**src/rtl/spram_arbiter.sv**
```systemverilog
// spram_arbiter
//   Shares one single-port SPRAM (one-cycle registered read) between two
//   requesters using round-robin priority with optional bounded burst
//   locking. Grants are combinational; the access happens at the current
//   clock edge, and read data comes back one cycle later with a per-requester
//   valid strobe.
//
// Ports
//   clk, rst                  clock, asynchronous active-high reset
//   rN_req, rN_lock           request (held until granted), burst hint
//   rN_addr/data_in/mask/wr   access attributes of requester N
//   rN_gnt                    combinational grant
//   rN_valid                  one-cycle pulse: data_out carries N's read data
//   data_out                  shared read data (pass-through of mem_data_out)
//   mem_address/data_in/mask/wr   SPRAM control, zero when nothing granted
//   mem_data_out              SPRAM read data
module spram_arbiter #(
  parameter int BITS         = 16,
  parameter int ADDRESS_BITS = 14,
  parameter int MAX_BURST    = 8
) (
  input  logic                    clk,
  input  logic                    rst,
  input  logic                    r0_req,
  input  logic                    r0_lock,
  input  logic [ADDRESS_BITS-1:0] r0_addr,
  input  logic [BITS-1:0]         r0_data_in,
  input  logic [1:0]              r0_mask,
  input  logic                    r0_wr,
  input  logic                    r1_req,
  input  logic                    r1_lock,
  input  logic [ADDRESS_BITS-1:0] r1_addr,
  input  logic [BITS-1:0]         r1_data_in,
  input  logic [1:0]              r1_mask,
  input  logic                    r1_wr,
  output logic                    r0_gnt,
  output logic                    r1_gnt,
  output logic                    r0_valid,
  output logic                    r1_valid,
  output logic [BITS-1:0]         data_out,
  output logic [ADDRESS_BITS-1:0] mem_address,
  output logic [BITS-1:0]         mem_data_in,
  output logic [1:0]              mem_mask,
  output logic                    mem_wr,
  input  logic [BITS-1:0]         mem_data_out
);

  localparam logic [1:0] IDLE  = 2'd0;
  localparam logic [1:0] LOCK0 = 2'd1;
  localparam logic [1:0] LOCK1 = 2'd2;

  localparam logic [4:0] BURST_LIMIT = 5'(MAX_BURST);

  logic [1:0] state;
  logic [3:0] bcnt;
  logic       last;
  logic [1:0] rdpend_p1;

  logic       gnt_lock;
  logic       burst_ok;

  // Grant selection: an active lock wins only while its owner still
  // requests; otherwise fall straight through to round-robin this cycle.
  always_comb begin
    r0_gnt = 1'b0;
    r1_gnt = 1'b0;
    if (!rst) begin
      if (state == LOCK0 && r0_req) begin
        r0_gnt = 1'b1;
      end else if (state == LOCK1 && r1_req) begin
        r1_gnt = 1'b1;
      end else if (r0_req && r1_req) begin
        r0_gnt = last;
        r1_gnt = ~last;
      end else begin
        r0_gnt = r0_req;
        r1_gnt = r1_req;
      end
    end
  end

  assign gnt_lock = r0_gnt ? r0_lock : r1_lock;
  assign burst_ok = ({1'b0, bcnt} + 5'd1) < BURST_LIMIT;

  // Memory-side mux, forced to zero when nothing is granted.
  always_comb begin
    mem_address = '0;
    mem_data_in = '0;
    mem_mask    = '0;
    mem_wr      = 1'b0;
    if (r0_gnt) begin
      mem_address = r0_addr;
      mem_data_in = r0_data_in;
      mem_mask    = r0_mask;
      mem_wr      = r0_wr;
    end else if (r1_gnt) begin
      mem_address = r1_addr;
      mem_data_in = r1_data_in;
      mem_mask    = r1_mask;
      mem_wr      = r1_wr;
    end
  end

  // Stage p0 -> p1: access issued at this edge, read returns next cycle.
  always_ff @(posedge clk or posedge rst) begin
    if (rst) begin
      state     <= IDLE;
      bcnt      <= 4'd0;
      last      <= 1'b1;
      rdpend_p1 <= 2'b00;
    end else begin
      rdpend_p1 <= {r1_gnt & ~r1_wr, r0_gnt & ~r0_wr};
      if (r0_gnt || r1_gnt) begin
        last <= r1_gnt;
        if (gnt_lock && burst_ok) begin
          state <= r1_gnt ? LOCK1 : LOCK0;
          bcnt  <= bcnt + 4'd1;
        end else begin
          state <= IDLE;
          bcnt  <= 4'd0;
        end
      end else begin
        state <= IDLE;
        bcnt  <= 4'd0;
      end
    end
  end

  assign r0_valid = rdpend_p1[0];
  assign r1_valid = rdpend_p1[1];
  assign data_out = mem_data_out;

endmodule

```
**config.mk**
```make
export PLATFORM = sky130hd
export DESIGN_NAME = spram_arbiter
export DESIGN_NICKNAME = d
export VERILOG_FILES = /design/src/rtl/spram_arbiter.sv
export SDC_FILE = /design/constraint.sdc
export NUM_CORES = 1
export LEC_CHECK = 0
export CAP_MARGIN = 20
export CORE_UTILIZATION = 23
export CTS_CLUSTER_SIZE = 16
export DETAILED_ROUTE_END_ITERATION = 16
export PLACE_DENSITY = 0.85
export SYNTH_ARGS = -nofsm -noshare
export SYNTH_HDL_FRONTEND = slang
export SYNTH_SLANG_ARGS = --single-unit
```
**constraint.sdc**
```tcl
create_clock -name clk -period 4.7 [get_ports clk]
set_clock_uncertainty 0.1 [all_clocks]
set_input_delay 0.94 -clock clk [delete_from_list [all_inputs] [get_ports clk]]
set_output_delay 0.94 -clock clk [all_outputs]
set_load 0.03 [all_outputs]
```
==> flow_summary_export.csv, run 1 <==
group,metric,value,unit
global_route,grt_pass1_wl,5200,µm
timing,drv_slew,0,
global_route,grt-ovfl-total,0,
power,vdd_ir_drop_max,0.0806,mV
layout,nets,272,
clock_tree,root_buffer,"clkbuf_8",
routing,initialDrtViolationCount,33,
worst_setup_path,cp_data_arrival_time,2.80,ns
place,dp_hpwl,2570,µm
clock_tree,post_cts_buffers,0,
clock_tree,cts-resized-gates,0,
hold_path,min_path_cells,1,
worst_setup_path,rr_worst_depth,4,
hold_path,holdPathEnd,"bcnt[0]",
global_route,track_usage,16.2,%
die,dieArea,0.00396,mm²
run_status,outcome,"complete, no violations",
global_route,grt_pass1_vias,1105,
power,p_leak,0.809,nW
worst_setup_path,reg2reg_from,"last",
global_route,grt_start_max_net_pins,38,
timing,tns,0,ns
timing,slew_headroom,61.3,%
die,fp.dieW,62.9,µm
logic_synthesis,synth_area,853,µm²
logic_synthesis,syn_avg_cell_area,9.28,µm²
place,dp_worst_setup_slack,0.848,ns
worst_setup_path,path_class,"in2out",
worst_setup_path,cp.required,3.66,ns
job,max_cap_violations,0,
logic_synthesis,synth_edf_count,0,
logic_synthesis,ys_seq_area_share,26.5,%
logic_synthesis,synth_cells,92,
timing,fin_ws,0.860,ns
die,start_util,24.8,%
routing,drcViolationCount,0,
timing,finalCritPeriodShare,81.7,%
routing,wl_per_cell,14.3,µm
worst_setup_path,timing.rr.end,"bcnt[1]",
logic_synthesis,ys_seq_elements,9,
place,numPortBuffers,108,
timing,rsz0062_at_grt,"no",
timing,final-hold-violation-count,0,
logic_synthesis,synth_area_leader_cell,"a22o_1",
logic_synthesis,async_flop_share,100,%
clock_tree,htree_levels,1,
timing,max_freq,0.260,GHz
timing,tightest_slew,0.581,ns
clock_tree,cts.clk_slew.worst_paths,0.04,ns
logic_synthesis,yosys_warnings,0,
die,die_h,62.9,µm
power,power_density,209,mW/mm²
clock_tree,tritoncts,"done",
timing,fin_hold_ws,0.363,ns
clock_tree,cts-hold-fix-buffers,0,
routing,first_pass_iters,4,
timing,period_needed,3.84,ns
routing,vias_per_cell,4.61,
worst_setup_path,setup.worst_path.start_class,"primary input",
logic_synthesis,yosys-top-cells-area,"a22o_1 34%, dfrtp_1 23%, buf_4 16%",
die,io_pins,141,
hold_path,hold_path.class,"reg2reg",
hold_path,hold_start,"bcnt[3]",
logic_synthesis,synth_top_area_share,33.9,%
global_route,antenna_found_initial,0,
layout,n_antenna_cell,0,
logic_synthesis,synth_cell_type_count,23,
clock_tree,clk_latency,0.23,ns
timing,finalSetupViolCount,0,
layout,fin_area,0.00182,mm²
logic_synthesis,syn_nets,181,
clock_tree,cts_buffers,3,
routing,totalWireLength,3260,µm
worst_setup_path,reg2reg_slack,2.79,ns
power,power,0.380,mW
clock_tree,cts_num_sinks,9,
routing,final_antenna_net_count,0,
clock_tree,clk_path_buf_depth,2,
place,place_area,0.00177,mm²
place,gp_congestion,0.692,
layout,drive_gt1_share,22.5,%
layout,fillers,327,
worst_setup_path,crit_fanout,11,
die,core.rowCount,21,
routing,dr_total_vias,1050,
logic_synthesis,ys.flop_type,"dfrtp_1",
worst_setup_path,cp-end-kind,"primary output",
layout,area_growth,113,%
die,core_area,0.00344,mm²
[state kept, by name, summed over array words and instances, names as in the netlist]
register   cells
bcnt           4
rdpend_p1      2
state          2
last           1
[worst max-delay path, stage by stage]
cell             delay, ns
clkdlybuf4s50_1       0.45
inv_1                 0.06
a311oi_4              0.55
clkdlybuf4s50_1       0.79
[worst max-delay path by stage]
stage,cells after the start,slack [ns],to,from
2_1_floorplan,4,1.41,mem_address[0],rst
3_3_place_gp,6,0.85,mem_data_in[8],r0_req
3_5_place_dp,6,0.85,mem_data_in[8],r0_req
4_1_cts,6,0.83,mem_data_in[8],r0_req
5_1_grt,6,0.71,mem_data_in[8],r0_req
6_report,4,0.86,r0_gnt,r0_req
[synthesized netlist by cell type, types with 2 or more instances]
cell type,n
a22o_1,33
buf_2,5
buf_4,18
dfrtp_1,8
inv_1,2
mux2i_1,2
nand2_1,2
nor2_1,5
nor2b_1,2
nor3_1,2
[through the flow]
stage / instances / utilization, %
after floorplan: 92 / -
after global placement: 224 / 51.5
after detailed placement: 224 / 51.5
after CTS: 228 / 52.8
after global routing: 228 / 52.8
final: 228 / 52.8
[layout make-up]
class                           count  area, µm²  share of cell area (%)
Timing Repair Buffer              110       1010                    55.8
Inverter                            2       7.51                   0.413
Clock buffer                        4       45.0                    2.48
Tap cell                           46       57.6                    3.17
Sequential cell                     9        226                    12.5
Multi-Input combinational cell     57        467                    25.7
[report_power, final]
group	switching [mW]	total (mW)	internal [mW]
clock	0.0277	0.0866	0.0588
combinational	0.0992	0.207	0.108
sequential	0.00318	0.0863	0.0832
total	0.130	0.380	0.250
[kinds of logic (layout without fill, tap and decap cells)]
logic type | Yosys count | after routing | share of synthesized area, %
AO/OA/AOI/OAI | 38 | 38 | 39.4
XOR/XNOR | 1 | 1 | 1.03
adder cells (fa/ha/maj) | 1 | 1 | 1.47
buffers and inverters | 26 | 116 | 20.1
flip-flops | 9 | 9 | 26.5
multiplexers | 2 | 2 | 2.35
other | 1 | 1 | 0.439
AND/OR/NAND/NOR | 14 | 14 | 8.65
[routing by layer]
layer / global-route usage, % / share of wire, %
met1: 18.9 / 40
met3: 1.64 / 5.8
met2: 29.6 / 53
met5: 0 / 0
met4: 6.69 / 1.0
[cell usage in the layout, fill, tap and decap left out]
master           instances
a22oi_1                  1
nand3_1                  1
dfrtp_1                  8
clkdlybuf4s50_1         75
nor3b_2                  1
ha_1                     1
nand2_1                  2
buf_4                   35
nor3b_1                  1
nor2_1                   5
mux2i_1                  2
a21boi_0                 1
xnor2_1                  1
o311a_1                  1
conb_1                   1
a311oi_4                 1
a22o_1                  33
nor2b_1                  2
inv_1                    2
clkbuf_8                 3
clkbuf_1                 1
o21bai_1                 1
dfstp_2                  1
nor3_1                   2
(Power assumes the default switching activity.)
==> run 2, diff against run 1 <==
CORE_UTILIZATION = 20   (was 23)
PLACE_DENSITY = 0.78   (was 0.85)
clock period = 3.3 ns   (was 4.7 ns; I/O delays follow)
==> flow_summary_export.csv, run 2 (synthesis gave the netlist of run 1 again) <==
group,metric,value,unit
routing,vias_per_cell,4.63,
layout,multiInputGateArea,467,µm²
layout,largestRegisters,"bcnt (4), rdpend_p1 (2), state (2)",
layout,largest_reg_flops,4,
timing,drv_slew,0,
layout,area_growth,119,%
clock_tree,root_buffer,"clkbuf_8",
die,core.rowCount,23,
power,vdd_ir_drop_max,0.100,mV
routing,first_pass_iters,4,
die,core_area,0.00406,mm²
worst_setup_path,path_class,"in2out",
routing,met1_length,1200,µm
die,die_h,67.3,µm
global_route,antenna_found_initial,0,
routing,drcViolationCount,0,
timing,max_freq,0.338,GHz
die,fp.dieW,67.3,µm
routing,top_layer,"met4",
die,dieArea,0.00453,mm²
clock_tree,post_cts_buffers,0,
layout,final_cell_mix,"73 x clkdlybuf4s50_1, 36 x buf_4, 33 x a22o_1",
job,max_cap_violations,0,
worst_setup_path,cp-end-kind,"primary output",
global_route,grt_start_max_net_pins,34,
global_route,track_usage,12.2,%
clock_tree,cts_buffers,3,
clock_tree,cts-hold-fix-buffers,0,
clock_tree,clk_latency,0.24,ns
place,numPortBuffers,108,
layout,nets,274,
clock_tree,tritoncts,"done",
place,dp_hpwl,2470,µm
run_status,outcome,"complete, no violations",
routing,totalWireLength,3130,µm
die,start_util,21.0,%
worst_setup_path,crit_fanout,33,
worst_setup_path,setup.worst_path.start_class,"primary input",
layout,fillers,385,
routing,wl_met3,262,µm
clock_tree,htree_levels,1,
timing,finalCritPeriodShare,89.6,%
hold_path,hold_path.class,"reg2reg",
clock_tree,clk_path_buf_depth,2,
layout,layout_commonest_cell,"clkdlybuf4s50_1",
timing,period_needed,2.96,ns
routing,wl_met2,1550,µm
die,io_pins,141,
timing,rsz0062_at_grt,"no",
clock_tree,cts-resized-gates,0,
power,p_leak,0.832,nW
global_route,grt-ovfl-total,0,
clock_tree,cts.clk_slew.worst_paths,0.05,ns
layout,regArea,226,µm²
clock_tree,cts_num_sinks,9,
layout,drive_gt1_share,24.5,%
layout,n_antenna_cell,0,
routing,final_antenna_net_count,0,
timing,finalSetupViolCount,0,
global_route,grt_pass1_wl,4130,µm
routing,wl_per_cell,13.4,µm
worst_setup_path,cp_data_arrival_time,2.20,ns
place,gp_congestion,0.739,
layout,largest-register,"bcnt",
routing,initialDrtViolationCount,30,
global_route,grt_pass1_vias,1016,
worst_setup_path,cp.required,2.54,ns
timing,tns,0,ns
power,power,0.562,mW
power,power_density,301,mW/mm²
timing,final-hold-violation-count,0,
routing,dr_total_vias,1083,
-- run 2: area by class of cell --
type,count,area share (%)
inverters,2,0.402
flip-flops and latches,9,12.1
clock buffers,4,2.41
multi-input cells,57,25.0
repair buffers,112,56.8
well taps,50,3.35
-- run 2: routing by layer --
metal | up-vias | track usage (%)
li1 | 518 | -
met4 | 0 | 9.57
met3 | 15 | 3.04
met1 | 485 | 13.4
met2 | 65 | 19.9
met5 | - | 0
-- run 2: per-stage QoR --
stage / instances / cell area [µm²] / hold slack (ns) / utilization [%] / worst slack [ns]
finish: 234 / 1870 / 0.382 / 46.1 / 0.342
detailed placement: 230 / 1820 / 0.368 / 45.0 / 0.334
CTS: 234 / 1870 / 0.374 / 46.1 / 0.325
floorplan: 92 / 853 / 0.335 / - / 0.569
global route: 234 / 1870 / 0.398 / 46.1 / 0.280
global placement: 230 / 1820 / 0.354 / 45.0 / 0.353
-- run 2: power by group --
group | internal (mW) | total [mW] | switching, mW | leakage [nW]
Combinational | 0.162 | 0.303 | 0.141 | 0.691
Clock | 0.0848 | 0.135 | 0.0505 | 0.0228
Sequential | 0.118 | 0.123 | 0.00479 | 0.118
Total | 0.365 | 0.562 | 0.197 | 0.832
-- run 2: path summary, 6_finish.rpt --
| check | startpoint | to | slack, ns | cells after the start |
|---|---|---|---|---|
| worst min-delay path | bcnt[3] | bcnt[0] | 0.38 | 1 |
| max in group asynchronous | rst | last | 2.16 | 3 |
| min in group asynchronous | rst | rdpend_p1[1] | 0.72 | 3 |
| worst min register to register | bcnt[3] | bcnt[0] | 0.38 | 1 |
| worst max-delay path | r0_req | mem_data_in[11] | 0.34 | 6 |
| worst max register to register | last | state[1] | 1.52 | 5 |
-- run 2: critical path, stage by stage --
cell	delay, ns
clkdlybuf4s50_1	0.46
inv_1	0.07
o311a_1	0.45
buf_12	0.20
a22o_1	0.19
buf_4	0.16
